## config.mk

```make
export PLATFORM = sky130hd
export DESIGN_NAME = debounce_arbiter
export DESIGN_NICKNAME = d
export VERILOG_FILES = /design/src/rtl/debounce_arbiter.sv
export SDC_FILE = /design/constraint.sdc
export NUM_CORES = 1
export LEC_CHECK = 0
export ABC_CLOCK_PERIOD_IN_PS = 3300
export CORE_AREA = 2 2 78 43
export CTS_BUF_LIST = sky130_fd_sc_hd__clkbuf_4 sky130_fd_sc_hd__clkbuf_8 sky130_fd_sc_hd__clkbuf_16
export DETAILED_ROUTE_END_ITERATION = 10
export DIE_AREA = 0 0 80 45
export PLACE_DENSITY = 0.85
export SLEW_MARGIN = 20
export SYNTH_ARGS = -nofsm -noshare
export SYNTH_HDL_FRONTEND = slang
export SYNTH_SLANG_ARGS = --single-unit
```

## constraint.sdc

```tcl
create_clock -name clk -period 3.3 [get_ports clk]
set_clock_uncertainty 0.2 [all_clocks]
set_input_delay 0.66 -clock clk [delete_from_list [all_inputs] [get_ports clk]]
set_output_delay 0.66 -clock clk [all_outputs]
set_load 0.01 [all_outputs]
```

## src/rtl/debounce_arbiter.sv

```systemverilog
// debounce_arbiter
// Time-shared debounce controller. A single stability counter is handed out
// round-robin to whichever button currently disagrees with its debounced level.
// The owner must hold its new level for 2^CNT_W consecutive edges to commit.
// Any change during that window aborts the attempt and frees the counter.
//
// Ports:
//   clk        system clock, rising edge
//   reset      asynchronous, active-high
//   btn_raw    synchronized raw button levels
//   btn_db     registered debounced levels
//   btn_pulse  one-cycle pulse on a committed 0->1 transition
//   grant_oh   one-hot owner of the counter, zero when idle
//   busy       high while counting or holding
//   abort_cnt  saturating abort count (only with DEBOUNCE_ABORT_CNT_EN)
//
// Optional feature macro: DEBOUNCE_ABORT_CNT_EN
module debounce_arbiter #(
    parameter int N_BTN = 4,
    parameter int CNT_W = 6
) (
    input  logic             clk,
    input  logic             reset,
    input  logic [N_BTN-1:0] btn_raw,
    output logic [N_BTN-1:0] btn_db,
    output logic [N_BTN-1:0] btn_pulse,
    output logic [N_BTN-1:0] grant_oh,
    output logic             busy
`ifdef DEBOUNCE_ABORT_CNT_EN
    ,
    output logic [7:0]       abort_cnt
`endif
);

    localparam int          IW = (N_BTN > 1) ? $clog2(N_BTN) : 1;
    localparam int unsigned NB = N_BTN;

    typedef enum logic [1:0] {
        IDLE,
        COUNT,
        HOLD
    } state_t;

    state_t           state, state_n;
    logic [CNT_W-1:0] cnt, cnt_n;
    logic [IW-1:0]    g, g_n;
    logic [IW-1:0]    last, last_n;
    logic             target, target_n;
    logic [N_BTN-1:0] db_n, pulse_n, grant_n;
    logic             busy_n;

    logic [N_BTN-1:0] req;
    logic             rr_found;
    logic [IW-1:0]    rr_idx;

    assign req = btn_raw ^ btn_db;

    // Round-robin search starting one past the last granted index.
    always_comb begin
        int unsigned cand;
        logic [IW-1:0] cand_i;
        rr_found = 1'b0;
        rr_idx   = '0;
        cand     = 0;
        cand_i   = '0;
        for (int unsigned k = 1; k <= NB; k++) begin
            cand   = (32'(last) + k) % NB;
            cand_i = IW'(cand);
            if (!rr_found && req[cand_i]) begin
                rr_found = 1'b1;
                rr_idx   = cand_i;
            end
        end
    end

    // Next-state and registered-output logic.
    always_comb begin
        state_n  = state;
        cnt_n    = cnt;
        g_n      = g;
        last_n   = last;
        target_n = target;
        db_n     = btn_db;
        pulse_n  = btn_pulse;
        grant_n  = grant_oh;
        busy_n   = busy;
        case (state)
            IDLE: begin
                if (rr_found) begin
                    g_n      = rr_idx;
                    last_n   = rr_idx;
                    target_n = btn_raw[rr_idx];
                    cnt_n    = '0;
                    grant_n  = N_BTN'(1) << rr_idx;
                    busy_n   = 1'b1;
                    state_n  = COUNT;
                end
            end
            COUNT: begin
                if (btn_raw[g] != target) begin
                    cnt_n   = '0;
                    grant_n = '0;
                    busy_n  = 1'b0;
                    state_n = IDLE;
                end else if (cnt == '1) begin
                    db_n[g]    = target;
                    pulse_n[g] = target;
                    state_n    = HOLD;
                end else begin
                    cnt_n = cnt + CNT_W'(1);
                end
            end
            HOLD: begin
                pulse_n = '0;
                grant_n = '0;
                busy_n  = 1'b0;
                state_n = IDLE;
            end
            default: state_n = IDLE;
        endcase
    end

    always_ff @(posedge clk or posedge reset) begin
        if (reset) begin
            state     <= IDLE;
            cnt       <= '0;
            g         <= '0;
            last      <= IW'(N_BTN - 1);
            target    <= 1'b0;
            btn_db    <= '0;
            btn_pulse <= '0;
            grant_oh  <= '0;
            busy      <= 1'b0;
        end else begin
            state     <= state_n;
            cnt       <= cnt_n;
            g         <= g_n;
            last      <= last_n;
            target    <= target_n;
            btn_db    <= db_n;
            btn_pulse <= pulse_n;
            grant_oh  <= grant_n;
            busy      <= busy_n;
        end
    end

`ifdef DEBOUNCE_ABORT_CNT_EN
    logic abort_ev;

    assign abort_ev = (state == COUNT) && (btn_raw[g] != target);

    always_ff @(posedge clk or posedge reset) begin
        if (reset) begin
            abort_cnt <= '0;
        end else if (abort_ev && (abort_cnt != 8'hFF)) begin
            abort_cnt <= abort_cnt + 8'd1;
        end
    end
`endif

endmodule

```

* Word-level counts from Yosys, hierarchy flattened
Cells that the tools add are included.
Word-level totals: bits of input ports 6, register bits 26
Operators by class: equality and inequality tests 10, $add $sub $neg 5, bitwise logic cells 2, mux-type cells 41, magnitude comparators 7, shift-type cells 1, reductions and logical operators 17
Operators by type and width (count):
- 2-bit by 3-bit less-than comparator with 1-bit output, second input constant | 6
- 6-bit two-way mux | 3
- 4-bit two-way mux | 4
- 2-bit two-way mux | 7
- 1-bit two-way mux | 13
- 1-bit binary-select mux with 2-bit select | 6
- 4-bit case mux with 3 select lines | 1
- 6-bit case mux with 2 select lines | 1
- 3-bit AND reduction | 4
- 4-bit bitwise mux | 2
- 2-bit != test, second input constant | 4
- 4-bit case mux with 2 select lines | 1
- 6-bit by 1-bit adder with 6-bit output, second input constant | 1
- 6-bit equality test, second input constant | 1
- 3-bit != test, second input constant | 2
- 2-bit by 1-bit adder with 2-bit output, second input constant | 2
- 2-bit adder, second input constant | 2
- 1-bit logical AND | 4
- 2-bit case mux with 2 select lines | 1
- 2-bit AND reduction | 2
- 2-bit nonzero test | 2
- 1-bit by 2-bit left shift with 4-bit output, first input constant | 1
- 4-bit bitwise XOR | 1
- 1-bit logical NOT | 3
- 9 further kinds | 9

* Depth between registers and ports, before layout
Gate-level depths: netlist of run 1.
depth in word-level cells 16, depth in mapped cells 7

* Least setup slack after synthesis of run 1
Ideal clock, no wire load.
path type input -> register, start input port btn_raw[3], end register cnt[3], stages 6, path slack 737 ps, setup time 78 ps, arrival time 2285 ps, cells stage by stage mux4_2 > xnor2_2 > and3_1 > buf_2 > or4_1 > a21oi_1
On the way: word-level cells in the longest chain between the ends 15, elaborated cells on any way between the ends 27
RTL lines:
- start, declared | line 24 | input logic [N_BTN-1:0] btn_raw,
- 4-bit bitwise XOR | line 56 | assign req = btn_raw ^ btn_db;
- 1-bit binary-select mux with 2-bit select | line 69 | if (!rr_found && req[cand_i]) begin
- 1-bit two-way mux (not written as such) | line 69
- 1-bit two-way mux | line 69
- 1-bit logical NOT | line 69
- 1-bit logical AND | line 69
- 1-bit two-way mux | line 69
- 1-bit logical NOT | line 69
- 1-bit logical AND | line 69
- 1-bit two-way mux | line 69
- 1-bit logical NOT | line 69
- 1-bit logical AND | line 69
- 1-bit two-way mux | line 69
- 2-bit != test (no source line)
- 3-bit AND reduction (no source line)
- end signal, assigned | line 136 | cnt <= cnt_n;
- end, declared | line 45 | logic [CNT_W-1:0] cnt, cnt_n;
Parallel ways exist; a longest one is shown, timed or not. The select of a mux whose other input is x is not followed. A chain may end at the register's enable or synchronous reset.

* Worst setup path in the final report of run 1
start input port btn_raw[2], end register btn_db[0]
On the way: word-level cells in the longest chain between the ends 5
RTL lines:
- 1-bit binary-select mux with 2-bit select | line 100 | if (btn_raw[g] != target) begin
- 1-bit two-way mux (not written as such) | line 100
- 1-bit != test | line 100
- 1-bit NOT (no source line)
- 3-bit AND reduction (no source line)
- end signal, assigned | line 140 | btn_db <= db_n;
- end, declared | line 25 | output logic [N_BTN-1:0] btn_db,
No other way between the ends. The select of a mux whose other input is x is not followed.

==> flow_metrics.env, run 1 <==
export IMPL_status="finished clean"
export IMPL_maxCapViolations=0
export IMPL_synth_top_family_by_area="simple AND/OR/NAND/NOR gates"
export IMPL_worstMarginPinSlew_ns=0.829
export IMPL_row_count=14
export IMPL_slowest_delay_ns=0.53
export IMPL_p_sw_w=0.000514
export IMPL_clock_tree_root_cell="clkbuf_8"
export IMPL_dpl_instance_area_mm2=0.00172
export IMPL_final_setup_tns_ns=0
export IMPL_start_util_pct=51.6
export IMPL_min_period_ns=2.92
export IMPL_vias=1266
export IMPL_antennaDiodeCount=0
export IMPL_postSynthAreaPerCell_um2=10.4
export IMPL_post_cts_buffers=0
export IMPL_reg2reg_depth=5
export IMPL_insertion_delay_ns=0.27
export IMPL_design_area_mm2=0.00178
export IMPL_grt_first_pass_wirelength_um=5670
export IMPL_cts_resized=0
export IMPL_slew_violations=0
export IMPL_clock_path_buffers=2
export IMPL_dpl_hpwl_um=2610
export IMPL_cts_sinks=26
export IMPL_finalHoldViolCount=0
export IMPL_synth_compound_area_share_pct=16.7
export IMPL_gp_congestion=0.865
export IMPL_hold_buffers=0
export IMPL_path_cells="clkdlybuf4s50_1 > mux4_2 > xnor2_2 > nand3_2 > nor3_1 > mux2_2"
export IMPL_final_cell_mix="dfrtp_1 (24), clkdlybuf4s50_1 (18), inv_1 (10)"
export IMPL_cp_required_ns=3.26
export IMPL_cp_end_kind="flip-flop"
export IMPL_power_density_mw_per_mm2=729
export IMPL_fin_crit_sh_pct=88.5
export IMPL_yosys_area_share_simple_pct=17.4
export IMPL_setup_viol=0
export IMPL_slew_headroom_pct=44.0
export IMPL_num_nets_final=177
export IMPL_fmax_mhz=342
export IMPL_synth_seq_area_share_pct=44.1
export IMPL_dieArea_mm2=0.00360
export IMPL_final_common_cell="dfrtp_1"
export IMPL_drt_initial_drc_count=122
export IMPL_path_delay_family="multiplexers"
export IMPL_wl_um=3490
export IMPL_r2r_slack_ns=0.75
export IMPL_worst_hold_path_endpoint="btn_pulse[3]"
export IMPL_p_comb_share_pct=45.8
export IMPL_path_max_fanout=7
export IMPL_setup_worst_path_start="btn_raw[2]"
export IMPL_vdd_drop_max_mv=0.500
export IMPL_ant_nets=0
export IMPL_path_depth=6
export IMPL_ys_ff_latch=26
export IMPL_hold_path_class="flip-flop to flip-flop"
export IMPL_grt_usage_pct=21.4
export IMPL_synth_xor_area_share_pct=5.23
export IMPL_synth_warnings=0
export IMPL_grt_start_max_net_pins=27
export IMPL_path_buf_inv=1
export IMPL_rsz0062_at_grt="false"
export IMPL_cts_tree="yes"
export IMPL_antenna_found_initial=0
export IMPL_hold_path_startpoint="btn_pulse[3]"
export IMPL_syn_nets=154
export IMPL_num_fill_cells=220
export IMPL_synth_fa_ha_area_share_pct=4.22
export IMPL_grt_pass1_vias=1208
export IMPL_synthMuxAreaShare_pct=9.03
export IMPL_worst_setup_path_type="primary input to flip-flop"
export IMPL_area_growth_syn_to_layout_pct=19.9
export IMPL_holdPathStages=2
export IMPL_io_buffers=18
export IMPL_path_clk_slew_ns=0.09
export IMPL_reg2reg_to="btn_db[0]"
export IMPL_core_area_mm2=0.00287
export IMPL_crit_path_start_kind="primary input"
export IMPL_wire_per_inst_um=17.0
export IMPL_synth_cells=143
export IMPL_ys_types=42
export IMPL_htreeDepth=1
export IMPL_route_detailed_drc=0
export IMPL_drive_gt1_share_pct=14.5
export IMPL_worstReg2RegStart="g[0]"
export IMPL_grt_ovfl_total=0
export IMPL_synth_area_mm2=0.00148
export IMPL_p_clk_share_pct=16.0
export IMPL_p_int_w=0.000782
export IMPL_die_h_um=45
export IMPL_viasPerCell=6.18
export IMPL_cp_data_arrival_time_ns=2.88
export IMPL_first_pass_iters=4
export IMPL_pwr_share_seq_pct=38.2
export IMPL_slowest_stage="mux4_2"
export IMPL_p_leak_nw=0.770
export IMPL_die_w_um=80
export IMPL_ios=19
export IMPL_numCtsBuffers=3
export IMPL_swShare_pct=39.6
[routing by layer]
metal | vias to the layer above | wire (µm) | global-route usage (%)
li1 | 570 | - | -
met1 | 623 | 1570 | 27.8
met2 | 57 | 1580 | 34.3
met3 | 16 | 242 | 6.40
met4 | 0 | 95 | 8.81
met5 | - | 0 | 0
[power by group through the flow]
| stage | clock network (W) | registers (W) | logic (W) |
|---|---|---|---|
| 3_5_place_dp | 0 | 0.000495 | 0.000585 |
| 4_1_cts | 0.000208 | 0.000491 | 0.000589 |
| 6_report | 0.000207 | 0.000495 | 0.000594 |
| 5_1_grt | 0.000226 | 0.000506 | 0.000648 |
| 3_3_place_gp | 0 | 0.000488 | 0.000549 |
| 2_1_floorplan | 0 | 0.000486 | 0.000407 |
[tightest hold or removal path: cells and delay by family, from the launching register on]
family / cells / cell delay (ns)
flip-flops: 1 / 0.38
AND/OR/NAND/NOR: 2 / 0.14
[logic make-up (layout without fill, tap and decap cells)]
logic type / after synthesis / in the layout
adder cells (fa/ha/maj): 5 / 5
AND/OR/NAND/NOR: 46 / 46
flip-flops: 26 / 26
XOR/XNOR: 8 / 8
AO/OA/AOI/OAI: 34 / 34
multiplexers: 11 / 11
buffers and inverters: 13 / 35
[synth_stat cells, drive strengths merged]
master	count	share of area, %
a21o	3	1.5
a21oi	8	2.7
a221o	1	0.68
a221oi	1	1.0
a22o	1	0.59
a32o	1	0.68
a32oi	1	0.59
and2	1	0.42
and2b	1	0.51
and3	1	0.42
and4	2	1.2
buf	1	0.34
clkbuf	2	0.51
dfrtp	24	41
dfstp	2	3.5
ha	5	4.2
inv	10	2.5
mux2	9	6.8
mux2i	1	0.68
mux4	1	1.5
nand2	8	2.0
nand2b	5	2.1
nand3	7	2.7
nand4	2	0.84
nor2	6	1.5
nor2b	4	1.7
nor3	2	0.68
o21ai	3	1.0
o21ba	1	0.68
o221ai	3	1.8
o22a	1	0.59
o22ai	4	1.7
o311ai	2	1.2
o31ai	4	2.0
or2	1	0.42
or3	2	0.84
or4	4	2.0
xnor2	5	3.5
xor2	3	1.8
[sequential cells by signal, indices dropped and copies added (netlist names)]
signal	count
btn_pulse	4
busy	1
grant_oh	4
g	2
last	2
state	2
target	1
cnt	6
btn_db	4
[stage by stage]
step	std cells	power, W	worst slack (ns)	util [%]	hold WS, ns
after floorplan	143	0.000892	0.737	-	0.313
after global placement	201	0.00104	0.221	60.0	0.302
after detailed placement	201	0.00108	0.109	60.0	0.322
after CTS	205	0.00129	0.405	61.9	0.342
after global routing	205	0.00138	0.269	61.9	0.358
final	205	0.00130	0.379	61.9	0.342
[final cells by class]
type,instances,area [µm²],area share (%)
Inverter,10,37.5,2.11
Timing Repair Buffer,21,203,11.4
Clock buffer,4,55.1,3.10
Multi-Input combinational cell,104,779,43.8
Tap cell,40,50.0,2.81
Sequential cell,26,653,36.7
[worst max path at each step]
stage,end,slack [ns]
floorplan,cnt[3],0.74
global placement,btn_db[0],0.22
detailed placement,cnt[5],0.11
CTS,btn_db[0],0.40
global route,btn_db[0],0.27
finish,btn_db[0],0.38
(Power assumes the default switching activity.)
==> inputs of run 2 (changes only) <==
--- a/config.mk
+++ b/config.mk
@@ -6,6 +6,7 @@
 export NUM_CORES = 1
 export LEC_CHECK = 0
 export ABC_CLOCK_PERIOD_IN_PS = 3300
+export CAP_MARGIN = 20
 export CORE_AREA = 2 2 78 43
 export CTS_BUF_LIST = sky130_fd_sc_hd__clkbuf_4 sky130_fd_sc_hd__clkbuf_8 sky130_fd_sc_hd__clkbuf_16
 export DETAILED_ROUTE_END_ITERATION = 10
==> results of run 2 <==
No change in the layout: final DEF, timing and power equal those of run 1.
==> inputs of run 3 (changes only) <==
--- a/config.mk
+++ b/config.mk
@@ -7,11 +7,13 @@
 export LEC_CHECK = 0
 export ABC_CLOCK_PERIOD_IN_PS = 3300
 export CAP_MARGIN = 20
-export CORE_AREA = 2 2 78 43
+export CELL_PAD_IN_SITES_DETAIL_PLACEMENT = 0
+export CELL_PAD_IN_SITES_GLOBAL_PLACEMENT = 2
+export CORE_AREA = 2 2 96 52
 export CTS_BUF_LIST = sky130_fd_sc_hd__clkbuf_4 sky130_fd_sc_hd__clkbuf_8 sky130_fd_sc_hd__clkbuf_16
 export DETAILED_ROUTE_END_ITERATION = 10
-export DIE_AREA = 0 0 80 45
-export PLACE_DENSITY = 0.85
+export DIE_AREA = 0 0 98 54
+export PLACE_DENSITY = 0.86
 export SLEW_MARGIN = 20
 export SYNTH_ARGS = -nofsm -noshare
 export SYNTH_HDL_FRONTEND = slang
==> run 3 against run 2 <==
Design area increased by 2.3%. Non-clock buffer count increased by 2. Maximum frequency increased by 3.8%. Final cell count increased by 11%.
==> flow_metrics.env, run 3 (synthesized netlist as in run 1, its figures left out) <==
export IMPL_path_cells="clkdlybuf4s50_1 > mux4_2 > xnor2_2 > and3_1 > or4_1 > a21oi_1"
export IMPL_wl_met3_um=142
export IMPL_drt_initial_drc_count=54
export IMPL_area_growth_syn_to_layout_pct=22.6
export IMPL_power_density_mw_per_mm2=721
export IMPL_die_h_um=54
export IMPL_path_max_fanout=7
export IMPL_min_period_ns=2.82
export IMPL_worstReg2RegStart="g[0]"
export IMPL_ios=19
export IMPL_dpl_instance_area_mm2=0.00176
export IMPL_largest_reg_flops=6
export IMPL_insertion_delay_ns=0.28
export IMPL_setup_viol=0
export IMPL_cp_data_arrival_time_ns=2.81
export IMPL_design_area_mm2=0.00182
export IMPL_vias=1174
export IMPL_worstMarginPinSlew_ns=0.601
export IMPL_status="finished clean"
export IMPL_route_detailed_drc=0
export IMPL_p_int_w=0.000803
export IMPL_first_pass_iters=4
export IMPL_pwr_share_seq_pct=37.7
export IMPL_ff_latch_area_um2=653
export IMPL_grt_first_pass_wirelength_um=6050
export IMPL_cts_resized=0
export IMPL_core_area_mm2=0.00457
export IMPL_start_util_pct=32.4
export IMPL_p_leak_nw=0.780
export IMPL_met2_length_um=1460
export IMPL_post_cts_buffers=0
export IMPL_slew_violations=0
export IMPL_viasPerCell=5.17
export IMPL_drive_gt1_share_pct=15.6
export IMPL_antennaDiodeCount=0
export IMPL_slowest_stage="or4_1"
export IMPL_clock_tree_root_cell="clkbuf_8"
export IMPL_grt_ovfl_total=0
export IMPL_p_comb_share_pct=45.8
export IMPL_final_cell_mix="dfrtp_1 (24), clkdlybuf4s50_1 (18), inv_1 (10)"
export IMPL_crit_path_start_kind="primary input"
export IMPL_io_buffers=18
export IMPL_antenna_found_initial=0
export IMPL_dieArea_mm2=0.00529
export IMPL_wire_per_inst_um=15.4
export IMPL_num_fill_cells=459
export IMPL_cts_sinks=26
export IMPL_path_clk_slew_ns=0.10
export IMPL_p_sw_w=0.000508
export IMPL_final_common_cell="dfrtp_1"
export IMPL_multi_input_area_um2=779
export IMPL_gp_congestion=0.857
export IMPL_grt_start_max_net_pins=27
export IMPL_die_w_um=98
export IMPL_grt_usage_pct=15.2
export IMPL_largest_register="cnt"
export IMPL_place_ws_ns=0.226
export IMPL_cp_required_ns=3.30
export IMPL_grt_pass1_vias=1161
export IMPL_cts_tree="yes"
export IMPL_slowest_delay_ns=0.52
export IMPL_timing_hold_ws_ns=0.350
export IMPL_hold_path_class="flip-flop to flip-flop"
export IMPL_top_layer_used="met4"
export IMPL_setup_worst_path_start="btn_raw[1]"
export IMPL_fmax_mhz=355
export IMPL_row_count=18
export IMPL_numCtsBuffers=3
export IMPL_clock_path_buffers=2
export IMPL_num_nets_final=179
export IMPL_utilization_pct=39.8
export IMPL_vdd_drop_max_mv=0.367
export IMPL_wl_um=3490
export IMPL_rsz0062_at_grt="false"
export IMPL_p_clk_share_pct=16.4
export IMPL_cp_end_kind="flip-flop"
export IMPL_drt_met1_wl_um=1850
export IMPL_swShare_pct=38.7
export IMPL_htreeDepth=1
export IMPL_maxCapViolations=0
export IMPL_slew_headroom_pct=59.8
export IMPL_layout_setup_ws_ns=0.485
export IMPL_fin_crit_sh_pct=85.3
export IMPL_hold_buffers=0
export IMPL_hold_path_startpoint="last[1]"
export IMPL_finalHoldViolCount=0
export IMPL_final_setup_tns_ns=0
export IMPL_worst_setup_path_type="primary input to flip-flop"
export IMPL_dpl_hpwl_um=2670
export IMPL_ant_nets=0
==> run 3: metal layers <==
| layer | global-route usage [%] | up-vias |
|---|---|---|
| met5 | 0 | - |
| met4 | 4.17 | 0 |
| met3 | 3.77 | 4 |
| met2 | 23.4 | 23 |
| met1 | 21.5 | 572 |
| li1 | - | 575 |
==> run 3: power by group through the flow <==
stage | Sequential, W | Clock [W] | Combinational, W
2_1_floorplan | 0.000486 | 0 | 0.000407
3_3_place_gp | 0.000493 | 0 | 0.000586
3_5_place_dp | 0.000502 | 0 | 0.000604
4_1_cts | 0.000496 | 0.000221 | 0.000607
5_1_grt | 0.000512 | 0.000235 | 0.000672
6_report | 0.000495 | 0.000215 | 0.000601
==> run 3: path summary, 6_finish.rpt <==
kind,end,slack (ns),cells after the start
worst max-delay path,cnt[5],0.48,6
worst min-delay path,last[1],0.35,1
worst max register to register,cnt[5],0.84,5
worst min register to register,last[1],0.35,1
max in group asynchronous,last[0],2.08,3
min in group asynchronous,grant_oh[1],0.53,3
==> run 3: area by class of cell <==
| cell class | count | share of cell area [%] |
|---|---|---|
| multi-input cells | 104 | 42.9 |
| flip-flops and latches | 26 | 35.9 |
| inverters | 10 | 2.06 |
| repair buffers | 23 | 12.0 |
| well taps | 60 | 4.13 |
| clock buffers | 4 | 3.03 |
==> run 3: stage by stage <==
step                total power [W]  std cells
floorplan                  0.000892        143
global placement            0.00108        223
detailed placement          0.00111        223
CTS                         0.00132        227
global route                0.00142        227
finish                      0.00131        227
==> run 3: critical path, delay by kind of cell <==
family          cells  cell delay (ns)
compound gates      1             0.18
xor+xnor            1             0.17
buf+inv             1             0.50
mux                 1             0.51
simple gates        2             0.79
